File: src/rtl/dht11_frame_tx.sv
// dht11_frame_tx: paces DHT11 sample requests, latches each reading and streams it
// to the UART transmitter as the 13-byte ASCII line "T=ddd H=ddd\r\n".
`timescale 1ns/1ps

module dht11_frame_tx #(
    parameter int unsigned SAMPLE_PERIOD = 100000000,
    parameter int unsigned CNT_W         = 27
) (
    input  logic       clk,
    input  logic       rst_n,
    input  logic       data_rdy,
    input  logic [7:0] temperature,
    input  logic [7:0] humidity,
    input  logic       TxD_busy,
    output logic       sample_en,
    output logic       TxD_start,
    output logic [7:0] TxD_data,
    output logic       frame_busy
);

    typedef enum logic [2:0] {
        StIdle,
        StConv,
        StSend,
        StWaitHi,
        StWaitLo
    } state_e;

    // Conversion phases inside StConv.
    typedef enum logic [1:0] {
        ConvLoad,
        ConvTemp,
        ConvHum
    } conv_e;

    localparam logic [CNT_W-1:0] CntLast = CNT_W'(SAMPLE_PERIOD - 1);
    localparam logic [3:0]       LastIdx = 4'd12;

    state_e           state_q, state_d;
    conv_e            conv_q, conv_d;
    logic [CNT_W-1:0] cnt_q, cnt_d;
    logic             pending_q, pending_d;
    logic             wrap;
    logic [7:0]       t_reg_q, t_reg_d;
    logic [7:0]       h_reg_q, h_reg_d;
    logic [7:0]       rem_q, rem_d;
    logic [3:0]       hun_q, hun_d;
    logic [3:0]       ten_q, ten_d;
    logic [3:0]       t_hun_q, t_hun_d;
    logic [3:0]       t_ten_q, t_ten_d;
    logic [3:0]       t_one_q, t_one_d;
    logic [3:0]       h_hun_q, h_hun_d;
    logic [3:0]       h_ten_q, h_ten_d;
    logic [3:0]       h_one_q, h_one_d;
    logic [3:0]       idx_q, idx_d;
    logic [3:0]       idx_nxt;
    logic [7:0]       next_byte;
    logic [7:0]       txd_data_q, txd_data_d;
    logic             frame_busy_q, frame_busy_d;

    // Sample timer: free-running wrap counter; a wrap is remembered until the FSM is idle.
    always_comb begin
        wrap      = (cnt_q == CntLast);
        cnt_d     = wrap ? '0 : cnt_q + CNT_W'(1);
        sample_en = pending_q && (state_q == StIdle);
        pending_d = pending_q;
        if (sample_en) begin
            pending_d = 1'b0;
        end
        // A wrap in the same cycle as a pulse is a new period and must not be lost.
        if (wrap) begin
            pending_d = 1'b1;
        end
    end

    // Byte that follows the current index in the output line.
    always_comb begin
        idx_nxt = idx_q + 4'd1;
        case (idx_nxt)
            4'd0:    next_byte = 8'h54;
            4'd1:    next_byte = 8'h3D;
            4'd2:    next_byte = {4'h3, t_hun_q};
            4'd3:    next_byte = {4'h3, t_ten_q};
            4'd4:    next_byte = {4'h3, t_one_q};
            4'd5:    next_byte = 8'h20;
            4'd6:    next_byte = 8'h48;
            4'd7:    next_byte = 8'h3D;
            4'd8:    next_byte = {4'h3, h_hun_q};
            4'd9:    next_byte = {4'h3, h_ten_q};
            4'd10:   next_byte = {4'h3, h_one_q};
            4'd11:   next_byte = 8'h0D;
            4'd12:   next_byte = 8'h0A;
            default: next_byte = 8'h00;
        endcase
    end

    // Frame FSM next-state: latch, convert to BCD by repeated subtraction, then send bytes.
    always_comb begin
        state_d      = state_q;
        conv_d       = conv_q;
        t_reg_d      = t_reg_q;
        h_reg_d      = h_reg_q;
        rem_d        = rem_q;
        hun_d        = hun_q;
        ten_d        = ten_q;
        t_hun_d      = t_hun_q;
        t_ten_d      = t_ten_q;
        t_one_d      = t_one_q;
        h_hun_d      = h_hun_q;
        h_ten_d      = h_ten_q;
        h_one_d      = h_one_q;
        idx_d        = idx_q;
        txd_data_d   = txd_data_q;
        frame_busy_d = frame_busy_q;

        unique case (state_q)
            StIdle: begin
                if (data_rdy) begin
                    t_reg_d      = temperature;
                    h_reg_d      = humidity;
                    conv_d       = ConvLoad;
                    frame_busy_d = 1'b1;
                    state_d      = StConv;
                end
            end
            StConv: begin
                if (conv_q == ConvLoad) begin
                    rem_d  = t_reg_q;
                    hun_d  = 4'd0;
                    ten_d  = 4'd0;
                    conv_d = ConvTemp;
                end else if (rem_q >= 8'd100) begin
                    rem_d = rem_q - 8'd100;
                    hun_d = hun_q + 4'd1;
                end else if (rem_q >= 8'd10) begin
                    rem_d = rem_q - 8'd10;
                    ten_d = ten_q + 4'd1;
                end else if (conv_q == ConvTemp) begin
                    t_hun_d = hun_q;
                    t_ten_d = ten_q;
                    t_one_d = rem_q[3:0];
                    rem_d   = h_reg_q;
                    hun_d   = 4'd0;
                    ten_d   = 4'd0;
                    conv_d  = ConvHum;
                end else begin
                    h_hun_d    = hun_q;
                    h_ten_d    = ten_q;
                    h_one_d    = rem_q[3:0];
                    idx_d      = 4'd0;
                    txd_data_d = 8'h54;
                    state_d    = StSend;
                end
            end
            StSend: begin
                if (!TxD_busy) begin
                    state_d = StWaitHi;
                end
            end
            StWaitHi: begin
                // Guard cycle so the transmitter has time to raise busy.
                state_d = StWaitLo;
            end
            StWaitLo: begin
                if (!TxD_busy) begin
                    if (idx_q == LastIdx) begin
                        frame_busy_d = 1'b0;
                        state_d      = StIdle;
                    end else begin
                        idx_d      = idx_nxt;
                        txd_data_d = next_byte;
                        state_d    = StSend;
                    end
                end
            end
            default: begin
                state_d = StIdle;
            end
        endcase
    end

    // Start strobe only while the byte is presented and the transmitter is free.
    always_comb begin
        TxD_start  = (state_q == StSend) && !TxD_busy;
        TxD_data   = txd_data_q;
        frame_busy = frame_busy_q;
    end

    // State registers, all cleared asynchronously.
    always_ff @(posedge clk or negedge rst_n) begin
        if (!rst_n) begin
            state_q      <= StIdle;
            conv_q       <= ConvLoad;
            cnt_q        <= '0;
            pending_q    <= 1'b0;
            t_reg_q      <= 8'h00;
            h_reg_q      <= 8'h00;
            rem_q        <= 8'h00;
            hun_q        <= 4'd0;
            ten_q        <= 4'd0;
            t_hun_q      <= 4'd0;
            t_ten_q      <= 4'd0;
            t_one_q      <= 4'd0;
            h_hun_q      <= 4'd0;
            h_ten_q      <= 4'd0;
            h_one_q      <= 4'd0;
            idx_q        <= 4'd0;
            txd_data_q   <= 8'h00;
            frame_busy_q <= 1'b0;
        end else begin
            state_q      <= state_d;
            conv_q       <= conv_d;
            cnt_q        <= cnt_d;
            pending_q    <= pending_d;
            t_reg_q      <= t_reg_d;
            h_reg_q      <= h_reg_d;
            rem_q        <= rem_d;
            hun_q        <= hun_d;
            ten_q        <= ten_d;
            t_hun_q      <= t_hun_d;
            t_ten_q      <= t_ten_d;
            t_one_q      <= t_one_d;
            h_hun_q      <= h_hun_d;
            h_ten_q      <= h_ten_d;
            h_one_q      <= h_one_d;
            idx_q        <= idx_d;
            txd_data_q   <= txd_data_d;
            frame_busy_q <= frame_busy_d;
        end
    end

endmodule

File: config.mk
export PLATFORM = sky130hd
export DESIGN_NAME = dht11_frame_tx
export DESIGN_NICKNAME = d
export VERILOG_FILES = /design/src/rtl/dht11_frame_tx.sv
export SDC_FILE = /design/constraint.sdc
export NUM_CORES = 1
export LEC_CHECK = 0
export ABC_CLOCK_PERIOD_IN_PS = 3900
export BUFFER_PORTS_ARGS = -buffer_cell sky130_fd_sc_hd__buf_2
export CAP_MARGIN = 20
export CORE_ASPECT_RATIO = 0.9
export CORE_UTILIZATION = 65
export CTS_BUF_LIST = sky130_fd_sc_hd__clkbuf_4
export DETAILED_ROUTE_END_ITERATION = 8
export PLACE_DENSITY = 0.86
export SLEW_MARGIN = 20
export SYNTH_ARGS = -nofsm -noshare
export SYNTH_HDL_FRONTEND = slang
export SYNTH_SLANG_ARGS = --single-unit
File: constraint.sdc
create_clock -name clk -period 3.9 [get_ports clk]
set_clock_uncertainty 0.1 [all_clocks]
set_input_delay 0.585 -clock clk [delete_from_list [all_inputs] [get_ports clk]]
set_output_delay 0.585 -clock clk [all_outputs]
set_load 0.01 [all_outputs]
---- Yosys cells after proc, flatten, opt, wreduce, memory -nomap -nowiden ----
Cells that the tools add are included.
storage, ports and cells
  word-level logic and storage cells ...... 135
  output and inout bits ................... 11
  flip-flop bits (word level) ............. 102
  memories kept ........................... 0
  bits in latches ......................... 0
  memory bits (writable) .................. 0
  bits in read-only memories .............. 0
  input bits .............................. 20
cells by class
  bitwise operators ....................... 4
  order comparisons ....................... 2
  divide/modulo/power cells ............... 0
  shifts and indexed selects .............. 0
  multiply operators ...................... 0
  eq/ne operators ......................... 33
  add/sub/neg operators ................... 6
  reduce and logical (&&, ||, !) cells .... 24
  muxes and demuxes ....................... 48
operators by type and width
  operator                 number
  $pmux W7 S12             1
  $mux W8                  10
  $mux W4                  13
  $add A27 B1 Y27 const B  1
  $eq A27 B27 Y1 const B   1
  $mux W27                 1
  $eq A4 B4 Y1 const B     6
  $mux W3                  7
  $ne A2 B2 Y1 const B     10
  $eq A4 B3 Y1 const B     4
  $pmux W8 S2              1
  $pmux W3 S5              1
  $reduce_and A5 Y1        3
  $reduce_and A7 Y1        2
  $add A4 B1 Y4 const B    3
  $mux W2                  6
  $ne A3 B3 Y1 const B     4
  $eq A4 B2 Y1 const B     2
  $ge A8 B4 Y1 const B     1
  $ge A8 B7 Y1 const B     1
  $pmux W4 S2              1
  $reduce_bool A2 Y1       4
  $sub A8 B4 Y8 const B    1
  $sub A8 B7 Y8 const B    1
  20 further kinds         32

---- Logic depth before layout (Yosys ltp) ----
Gate-level depths: netlist of run 1.
  word-level depth ........................ 7
  mapped depth ............................ 9
  mapped depth without buffers ............ 8

---- Worst setup path after synthesis of run 1 ----
OpenSTA, ideal clock, no wires.
  kind .................................... reg2reg
  from .................................... reg idx_q[0]
  to ...................................... reg txd_data_q[3], in the netlist TxD_data[3]
  library setup time ...................... 121 ps
  arrival ................................. 2055 ps
  setup slack ............................. 1624 ps
  buffers on the path ..................... 1
  clock period less this slack ............ 2276 ps
  required time ........................... 3679 ps
  stages on the path, launching flop included .. 9
  path through ............................ dfrtp_1 > ha_1 > clkbuf_1 > xor2_1 > a211oi_1 > a21oi_1 > o21ai_0 > or3b_2 > a22o_1
between the ends
  longest elaborated chain between the ends .. 7
  elaborated cells on any way between the ends .. 22
  classes of those cells .................. add/sub: 1; eq/ne: 14; mux: 4; reduce/logical: 3
RTL lines
  element                                       line  source
  from (decl)                                   55    logic [3:0] idx_q, idx_d;
  from (signal assigned)                        226   idx_q <= idx_d;
  $add A4 B1 Y4                                 78    idx_nxt = idx_q + 4'd1;
  $eq A4 B3 Y1 or $eq A4 B1 Y1 (tied branches)  79    case (idx_nxt)
  $reduce_or A2 Y1 (no source line)             -
  $pmux W7 S12                                  79
  $mux W8                                       166   if (idx_q == LastIdx) begin
  $mux W8                                       165   if (!TxD_busy) begin
  $pmux W8 S2                                   116   unique case (state_q)
  to (signal assigned)                          227   txd_data_q <= txd_data_d;
  to (decl)                                     58    logic [7:0] txd_data_q, txd_data_d;
Parallel ways exist; a longest one is shown, timed or not. The select of a mux whose other input is x is not followed.
A chain may end at the register's enable or synchronous reset.

---- Final worst setup path of run 1 ----
Ends and elaborated chain as after synthesis.

==> results.txt, run 1 <==
- After synthesis, the mean cell area works out to approximately 9.4 um^2.
- After floorplanning, the core was divided into 30 placement rows.
* Effective utilization at floorplan: 0.6868
- Synthesis warning total: 0
* Setup slack after layout: 913.9 ps
- STA puts the critical path data required time at 4170 ps.
* GR met3 Demand/Resource: 0.05188
* Combinational share of power: 0.387
- The share of total power dissipated in sequential elements is 0.443.
* Number of gates resized after CTS: 0
* Clock Sink Count: between 100 and 150
- Pin placement for this block handled 31 I/O pins.
- Netlist cell types: 66
- VDD sags by at most ~0.38 mV.
- Arrival time reported for the critical path endpoint: approximately 3300 ps
- When the netlist entered floorplanning its net count stood at 597.
* Number of detailed-route iterations in the first pass: 5
- Worst Tran Pin Value: between 900 and 1000 ps
- Switching portion of total power: 0.4211
- Clock slew seen by the registers of the worst setup and hold paths: between 150 and 200 ps
- The smallest clock period supported by the final layout is computed as 2986 ps.
* Number of max-capacitance violations reported: 0
- Antenna fix cells: 0
- By area, the combinational part of the netlist is dominated by simple AND/OR/NAND/NOR gates.
* Number of nets in the finished design: 610
- Met2 usage in global routing: 0.4603
- Count of final hold-check violations: 0
* Synth-to-layout area growth: 5.942%
* Share of synthesized cell area in full adder, half adder and majority cells: 0.03078
- The detailed router placed between 4000 and 5000 vias in this run.
- Die X-Extent: 97.05 um
* XOR/XNOR share of the synthesized area: 0.05445
* Detail Route Antenna Nets: 0
* Number of post-CTS setup repair buffers: 0
- In this run the tightest slew margin relative to its limit is 0.3701.
- Detailed Route WL: around 11000 um
- Half-perimeter wire length after placement: ~7800 um
* Standard cell core area: 0.007695 mm^2
- Origin of the critical flop-to-flop path: idx_q[0]$_DFFE_PN0P_
* Number of antenna violations at the first check in global routing: 0
- TritonCTS clock tree: built
* Multiplexer area fraction after synthesis: 0.04403
- Outcome: finished, final reports clean
* Number of cells produced by synthesis: ~560
- The number of cells on the worst reg-to-reg path is 6.
- At the end of the flow the core is filled with cells to 0.7276.
- CTS Buffer Depth: 2
- The share of total power dissipated in the clock network is 0.170.
- Cell internal power was estimated by the tool at ~0.0020 W.
- The most used flip-flop cell after synthesis is sky130_fd_sc_hd__dfrtp_1.
* Overflow left after global routing: 0
* Number of flip-flops and latches in the synthesized netlist: roughly 100
- STA classifies the critical path startpoint as a flop.
* Post-synthesis async set-or-reset flop share: 1.000
- Sequential-to-total area share from yosys stat: 0.4782
* P per Cell Area: 619.4 mW/mm^2
- Setup repair after global routing left no endpoint under its margin.
* CTS root buf: sky130_fd_sc_hd__clkbuf_4
- The die covers approximately 0.0085 mm^2.
- Before CTS, the worst setup slack after placement is slightly above 1000 ps.
- Final total negative setup slack: 0 ps
* Fillers: ~530
* Starting DRT DRC Count: 254
- Clock network latency to the later pin of the worst-skew pair: roughly 460 ps
- Capturing element of the worst setup path: TxD_data[3]$_DFFE_PN0P_
- Global-route wire length before repair: between 15000 and 20000 um
- The synthesized-area fraction occupied by ao, oa, aoi and oai cells came to 0.1366.
- Routability-driven placement finished with a final weighted congestion of between 0.9 and 1.
- The via count of the first global-routing pass came to 3969.
* Overall die height: just under 90 um
- In this run, synthesis inferred 0 flip-flops with an integrated enable.
- The cell area that synthesis handed to floorplanning was ~0.0053 mm^2.
- Of the total synthesized cell area, the portion taken by AND, OR, NAND and NOR gates is 0.2183.
- The layer flagged by global routing as most heavily used is met2.
* Max Fclk: between 0.3 and 0.4 GHz
* Total routing usage reported by global routing: 0.2821
- Using the TritonRoute via totals, the vias-per-cell ratio works out to around 6.
- In the final layout, the multi-input gates occupy around 0.0026 mm^2.
* Path category of the worst min-delay check: in2async
- The critical path is of the reg2reg type.
- In the global route stage, met1 resource usage came out at 0.3881.
* H-tree levels: 3
* Count of port buffers added during placement: 29
- Max-slew violation count: 0
- CTS Buf Count: 9
- In this run the worst setup path begins at idx_q[0]$_DFFE_PN0P_.
- Leakage power figure: 2.628 nW
- For flop-to-flop paths, the worst setup slack is about 900 ps.
* Pin count of the biggest net entering global routing: 55
* Sw power: roughly 0.0015 W
* Count of hold-fix buffers inserted at cts: 0
- Number of remaining DRC errors: 0
* Worst r2r dst: TxD_data[3]$_DFFE_PN0P_
- STA classifies the critical path endpoint as a flop.
- Of the cells placed in the final design, the portion with a size suffix greater than 1 is 0.1340.
- Of the available clock period, the critical path in the final layout requires 0.7657.
* Drt wl/cell: around 16 um
- Final setup violation count: 0
- In the final layout, flip-flops and latches occupy 0.002527 mm^2.
- In this run the worst path has a maximum fanout of 15.
## per-stage QoR
stage / std cells / hold slack, ps / cell area (um^2) / power [W]
2_1_floorplan: 564 / 189.4 / 5285 / 0.002526
3_3_place_gp: 662 / 343.4 / 5440 / 0.002808
4_1_cts: 678 / 44.86 / 5599 / 0.003463
5_1_grt: 678 / 57.99 / 5599 / 0.003732
3_5_place_dp: 662 / 355.9 / 5440 / 0.002867
6_report: 678 / 33.23 / 5599 / 0.003468
## logic make-up (layout without fill, tap and decap cells)
kind of cell / after synthesis / count (layout)
compound gates: 115 / 115
xor+xnor: 32 / 32
fa+ha+maj: 13 / 13
buf+inv: 45 / 63
flops: 101 / 101
mux: 20 / 20
other cells: 1 / 1
simple gates: 237 / 237
## final cells by class
type                            count  area share
Clock buffer                        9     0.01207
Clock inverter                      7     0.01631
Inverter                           14    0.009385
Multi-Input combinational cell    418      0.4577
Sequential cell                   101      0.4514
Tap cell                           96     0.02145
Timing Repair Buffer               33     0.03173
## power groups by stage
| stage | Combinational, W | Sequential, W | Clock, W |
|---|---|---|---|
| 2_1_floorplan | 0.00108 | 0.00145 | 0 |
| 5_1_grt | 0.00152 | 0.00157 | 0.000640 |
| 6_report | 0.00134 | 0.00154 | 0.000590 |
| 3_3_place_gp | 0.00127 | 0.00154 | 0 |
| 3_5_place_dp | 0.00131 | 0.00155 | 0 |
| 4_1_cts | 0.00133 | 0.00153 | 0.000603 |
## how the worst min path moves through the flow
stage	startpoint	endpoint	slack, ps	cells past startpoint
final	rst_n	cnt_q[26]$_DFF_PN0_	30	1
after detailed placement	cnt_q[6]$_DFF_PN0_	cnt_q[6]$_DFF_PN0_	360	1
after CTS	rst_n	cnt_q[6]$_DFF_PN0_	40	1
after global placement	cnt_q[0]$_DFF_PN0_	cnt_q[0]$_DFF_PN0_	340	1
after global routing	rst_n	cnt_q[8]$_DFF_PN0_	60	1
after floorplan	rst_n	TxD_data[0]$_DFFE_PN0P_	190	0
## Yosys cell counts, types with 2 or more instances
library cell | number | area (um^2)
sky130_fd_sc_hd__o22ai_1 | 4 | 25.02
sky130_fd_sc_hd__and2_0 | 2 | 12.51
sky130_fd_sc_hd__o31ai_1 | 7 | 52.55
sky130_fd_sc_hd__nor3b_1 | 2 | 15.01
sky130_fd_sc_hd__a31oi_1 | 5 | 31.28
sky130_fd_sc_hd__buf_6 | 2 | 22.52
sky130_fd_sc_hd__mux2i_1 | 6 | 60.06
sky130_fd_sc_hd__a21o_1 | 4 | 30.03
sky130_fd_sc_hd__o21ai_0 | 35 | 175.2
sky130_fd_sc_hd__nand3_1 | 20 | 100.1
sky130_fd_sc_hd__or2_2 | 2 | 12.51
sky130_fd_sc_hd__nor2b_1 | 4 | 25.02
sky130_fd_sc_hd__buf_2 | 5 | 25.02
sky130_fd_sc_hd__nor2_1 | 42 | 157.7
sky130_fd_sc_hd__a22oi_1 | 5 | 37.54
sky130_fd_sc_hd__a21oi_1 | 27 | 135.1
sky130_fd_sc_hd__inv_1 | 14 | 52.55
sky130_fd_sc_hd__or3_1 | 3 | 18.77
sky130_fd_sc_hd__xnor2_1 | 13 | 113.9
sky130_fd_sc_hd__mux2_2 | 10 | 112.6
sky130_fd_sc_hd__or3b_2 | 3 | 26.28
sky130_fd_sc_hd__nand4_1 | 6 | 37.54
sky130_fd_sc_hd__mux2_4 | 4 | 60.06
sky130_fd_sc_hd__and2_1 | 3 | 18.77
sky130_fd_sc_hd__o211ai_1 | 5 | 37.54
sky130_fd_sc_hd__o22a_1 | 2 | 17.52
sky130_fd_sc_hd__xor2_1 | 18 | 157.7
sky130_fd_sc_hd__nand3b_1 | 8 | 60.06
sky130_fd_sc_hd__a221oi_1 | 2 | 17.52
sky130_fd_sc_hd__clkbuf_1 | 22 | 82.58
sky130_fd_sc_hd__ha_1 | 13 | 162.7
sky130_fd_sc_hd__nand2_1 | 105 | 394.1
sky130_fd_sc_hd__o2111ai_1 | 2 | 17.52
sky130_fd_sc_hd__nor4_1 | 6 | 37.54
sky130_fd_sc_hd__dfrtp_1 | 101 | 2527
sky130_fd_sc_hd__a22o_1 | 3 | 26.28
sky130_fd_sc_hd__nor3_1 | 11 | 55.05
sky130_fd_sc_hd__a211oi_1 | 3 | 22.52
sky130_fd_sc_hd__nand2b_1 | 4 | 25.02
sky130_fd_sc_hd__and3_1 | 5 | 31.28
## worst max-delay path, cell delays in order, from the launching register on
cell	delay [ps]
sky130_fd_sc_hd__dfrtp_1	520
sky130_fd_sc_hd__ha_1	520
sky130_fd_sc_hd__xor2_1	800
sky130_fd_sc_hd__a21oi_1	130
sky130_fd_sc_hd__o21ai_0	180
sky130_fd_sc_hd__or3b_2	460
sky130_fd_sc_hd__a22o_1	180
## cells in the final DEF (no fill, tap or decap), types with 6 or more instances in the layout
cell,n
sky130_fd_sc_hd__ha_1,13
sky130_fd_sc_hd__mux2_2,10
sky130_fd_sc_hd__o31ai_1,7
sky130_fd_sc_hd__xnor2_1,13
sky130_fd_sc_hd__nand4_1,6
sky130_fd_sc_hd__buf_2,28
sky130_fd_sc_hd__inv_1,14
sky130_fd_sc_hd__clkbuf_4,9
sky130_fd_sc_hd__xor2_1,18
sky130_fd_sc_hd__nand3_1,20
sky130_fd_sc_hd__nor4_1,6
sky130_fd_sc_hd__mux2i_1,6
sky130_fd_sc_hd__nor3_1,11
sky130_fd_sc_hd__nand3b_1,8
sky130_fd_sc_hd__nor2_1,42
sky130_fd_sc_hd__dfrtp_1,101
sky130_fd_sc_hd__o21ai_0,35
sky130_fd_sc_hd__a21oi_1,27
sky130_fd_sc_hd__nand2_1,105
## flip-flops by register name, indices dropped and copies added (netlist names), 2 cells and up
register,cells
h_one_q,4
cnt_q,27
hun_q,4
t_hun_q,4
h_hun_q,4
t_reg_q,8
conv_q,2
t_ten_q,4
t_one_q,4
ten_q,4
state_q,3
h_ten_q,4
rem_q,8
h_reg_q,8
TxD_data,7
idx_q,4
## routing by layer
metal | routed length, um | part of all wire
met5 | 0 | 0
met4 | 183 | 0.017
met3 | 642 | 0.058
met2 | 5234 | 0.48
met1 | 4941 | 0.45
Power figures use the tool's default switching activity.
==> run 2: changes to the inputs <==
Settings changed: ABC_CLOCK_PERIOD_IN_PS 3900 to 2800, CORE_UTILIZATION 65 to 63, PLACE_DENSITY 0.86 to 0.84.
Clock period 3.9 ns to 2.8 ns, I/O delays scaled along.
==> results.txt, run 2 (synthesis results as in run 1) <==
- The detail-routed via count per cell was 6.050 (-1.3%).
- The via count was 4211 (+1.3%).
- Critical Path RT: 3050 ps (-1120 ps)
- The worst slack at placement is 295.9 ps (-710.5 ps).
* P per Cell Area: 853.9 mW/mm^2 (+38%)
* TritonCTS clock tree: built
- The static leakage was 2.694 nW (+2.5%).
- Fillers: 606 (+14%)
* Outcome: finished, final reports clean
* Register with the highest flop count: cnt_q
- Final cycle utilization of the critical path: 0.8787 (+0.1131)
* Clock Sink Count: 101 (unchanged)
- The number of buffer cells added on primary ports came to 29 (unchanged).
- The number of iterations in the first detailed-routing pass came to 6 (+1).
- Number of antenna violations at the first check in global routing: 0 (unchanged)
- Path category of the worst min-delay check: in2reg
* Max-slew violation count: 0 (unchanged)
* Kind of end point of the critical path: flop
- The number of flip-flops under the largest register name came to 27 (unchanged).
- CTS Buf Count: 9 (unchanged)
- Fin crit period: 2460 ps (-525.6 ps)
- The area of placed instances is 0.005542 mm^2 (+1.9%).
- Number of post-CTS setup repair buffers: 0 (unchanged)
- Synth-to-layout area growth: 7.812%
- The count of inserted antenna diode cells was 0 (unchanged).
* Count of final hold-check violations: 0 (unchanged)
* Max Fclk: 0.4064 GHz (+21%)
- The peak ir drop on the vdd network is 0.5124 mV (+35%).
- Detail Route Antenna Nets: 0 (unchanged)
- The die boundary width came to 98.55 um (+1.5%).
- The starting density of the core was 0.6520 (-0.03488).
* Overflow left after global routing: 0 (unchanged)
- Clock slew seen by the registers of the worst setup and hold paths: 200 ps (+30 ps)
* I/O Pins: 31 (unchanged)
* CTS root buf: sky130_fd_sc_hd__clkbuf_4
- The library cells used most frequently in the layout, excluding fill and tap cells, are 105 x sky130_fd_sc_hd__nand2_1, 101 x sky130_fd_sc_hd__dfrtp_1, 41 x sky130_fd_sc_hd__nor2_1, 35 x sky130_fd_sc_hd__o21ai_0, 28 x sky130_fd_sc_hd__buf_2.
* H-tree levels: 3 (unchanged)
* Setup crit start kind: flop
- The detailed-placement wirelength estimate came to 8250 um (+6.2%).
* Number of remaining DRC errors: 0 (unchanged)
- The final setup slack of the worst path is 339.5 ps (-574.4 ps).
* Design area: 0.005698 mm^2 (+1.8%)
- The maximum number of buffers from clock root to sink was 2 (unchanged).
- The arrival time at the worst endpoint was 2710 ps (-550 ps).
- The number of max-capacitance violations reported was 0 (unchanged).
- Area occupied by multi-input gates: 0.002565 mm^2 (about the same)
- The die boundary height is 88.89 um (+1.5%).
- Slew margin rel.: 0.5455 (+0.1754)
- Standard cell core area: 0.008107 mm^2 (+5.3%)
* Most common library cell in the layout ignoring fill and taps: sky130_fd_sc_hd__nand2_1
* Vias in the first global route: 4092 (+3.1%)
- Placer congestion estimate: 0.8656 (-4.3%)
- Setup repair after global routing left no endpoint under its margin.
- Row cnt: 31 (+3.3%)
- Max FO, Critical Path: 9 (-6)
* Final total negative setup slack: 0 ps (unchanged)
- The final layout net count is 625 (+2.5%).
- The full die area came to 0.008760 mm^2 (+3.1%).
- The wire length reported by the detailed router is 11520 um (+4.8%).
* Total routing usage reported by global routing: 0.2841 (+0.001953)
- The slew at the pin closest to its max-slew limit was 681.7 ps (-259.9 ps).
- The clock latency on the worst-skew pair came to 470 ps (about the same).
- The setup violation total in the final timing report is 0 (unchanged).
* Pin count of the biggest net entering global routing: 55 (unchanged)
- Drt wl/cell: 16.56 um (+2.0%)
- Start-to-end type of the worst setup path: reg2reg
* Starting DRT DRC Count: 250 (-1.6%)
- Ratio of cells with drive above 1 in the final layout: 0.1541 (+0.02008)
- Total area of sequential cells: 0.002527 mm^2 (unchanged)
- Global-route wire length before repair: 19560 um (+2.6%)
==> run 2: cell count changes in the layout (fill, tap and decap cells not counted), sizes merged <==
cell and delta:
buf +13, clkinvlp -1, inv +1, dlygate4sd3 +2
bufinv -1, clkinv +1
==> run 2: critical path, stage by stage (launching register included) <==
cell and delay, ps:
sky130_fd_sc_hd__dfrtp_1 510, sky130_fd_sc_hd__ha_1 270, sky130_fd_sc_hd__xor2_1 530, sky130_fd_sc_hd__buf_4 260
sky130_fd_sc_hd__o21ai_0 100, sky130_fd_sc_hd__a21oi_1 160, sky130_fd_sc_hd__o21ai_0 110, sky130_fd_sc_hd__o32a_1 300
==> run 2: worst paths after layout <==
path | from | endpoint | slack (ps) | cells after the start
min in group asynchronous | rst_n | hun_q[1]$_DFFE_PN0P_ | 410 | 2
worst min-delay path | temperature[4] | t_reg_q[4]$_DFFE_PN0P_ | 20 | 3
worst max-delay path | idx_q[0]$_DFFE_PN0P_ | TxD_data[2]$_DFFE_PN0P_ | 340 | 7
worst max register to register | idx_q[0]$_DFFE_PN0P_ | TxD_data[2]$_DFFE_PN0P_ | 340 | 7
worst min register to register | cnt_q[0]$_DFF_PN0_ | cnt_q[0]$_DFF_PN0_ | 380 | 1
max in group asynchronous | rst_n | conv_q[0]$_DFFE_PN0P_ | 1440 | 3
==> run 2: final cells by class <==
class | count | share of cell area
Timing Repair Buffer | 48 | 0.05182
Inverter | 14 | 0.009223
Multi-Input combinational cell | 418 | 0.4502
Tap cell | 99 | 0.02174
Clock inverter | 7 | 0.01164
Clock buffer | 9 | 0.01186
Sequential cell | 101 | 0.4436
==> run 2: timing repair <==
action                                 in CTS  in global routing
endpoints found under the hold margin      52                  0
resized for setup                           0                  1
hold buffers                                2                  0
setup endpoints to repair                   0                  2
==> run 2: routing by layer <==
| metal | global-route usage | wire length [um] | vias up |
|---|---|---|---|
| li1 | - | - | 2015 |
| met1 | 0.3887 | 5442 | 2045 |
| met2 | 0.4795 | 5418 | 131 |
| met3 | 0.04378 | 462 | 20 |
| met4 | 0.08412 | 201 | 0 |
| met5 | 0 | 0 | - |
==> run 2: power by group <==
part	internal (W)	leakage (nW)	total [W]	switching (W)
clock network	0.000207	0.0749	0.000750	0.000543
logic	0.000779	1.30	0.00198	0.00120
registers	0.00178	1.32	0.00213	0.000357
==> run 2: metrics by stage <==
stage	hold slack (ps)	util	power, W	instances
3_5_place_dp	355.6	0.6836	0.004090	678
5_1_grt	28.72	0.7029	0.005203	696
4_1_cts	5.341	0.7026	0.004841	696
3_3_place_gp	352.0	0.6836	0.004025	678
2_1_floorplan	24.41	-	0.003519	564
6_report	20.58	0.7029	0.004865	696
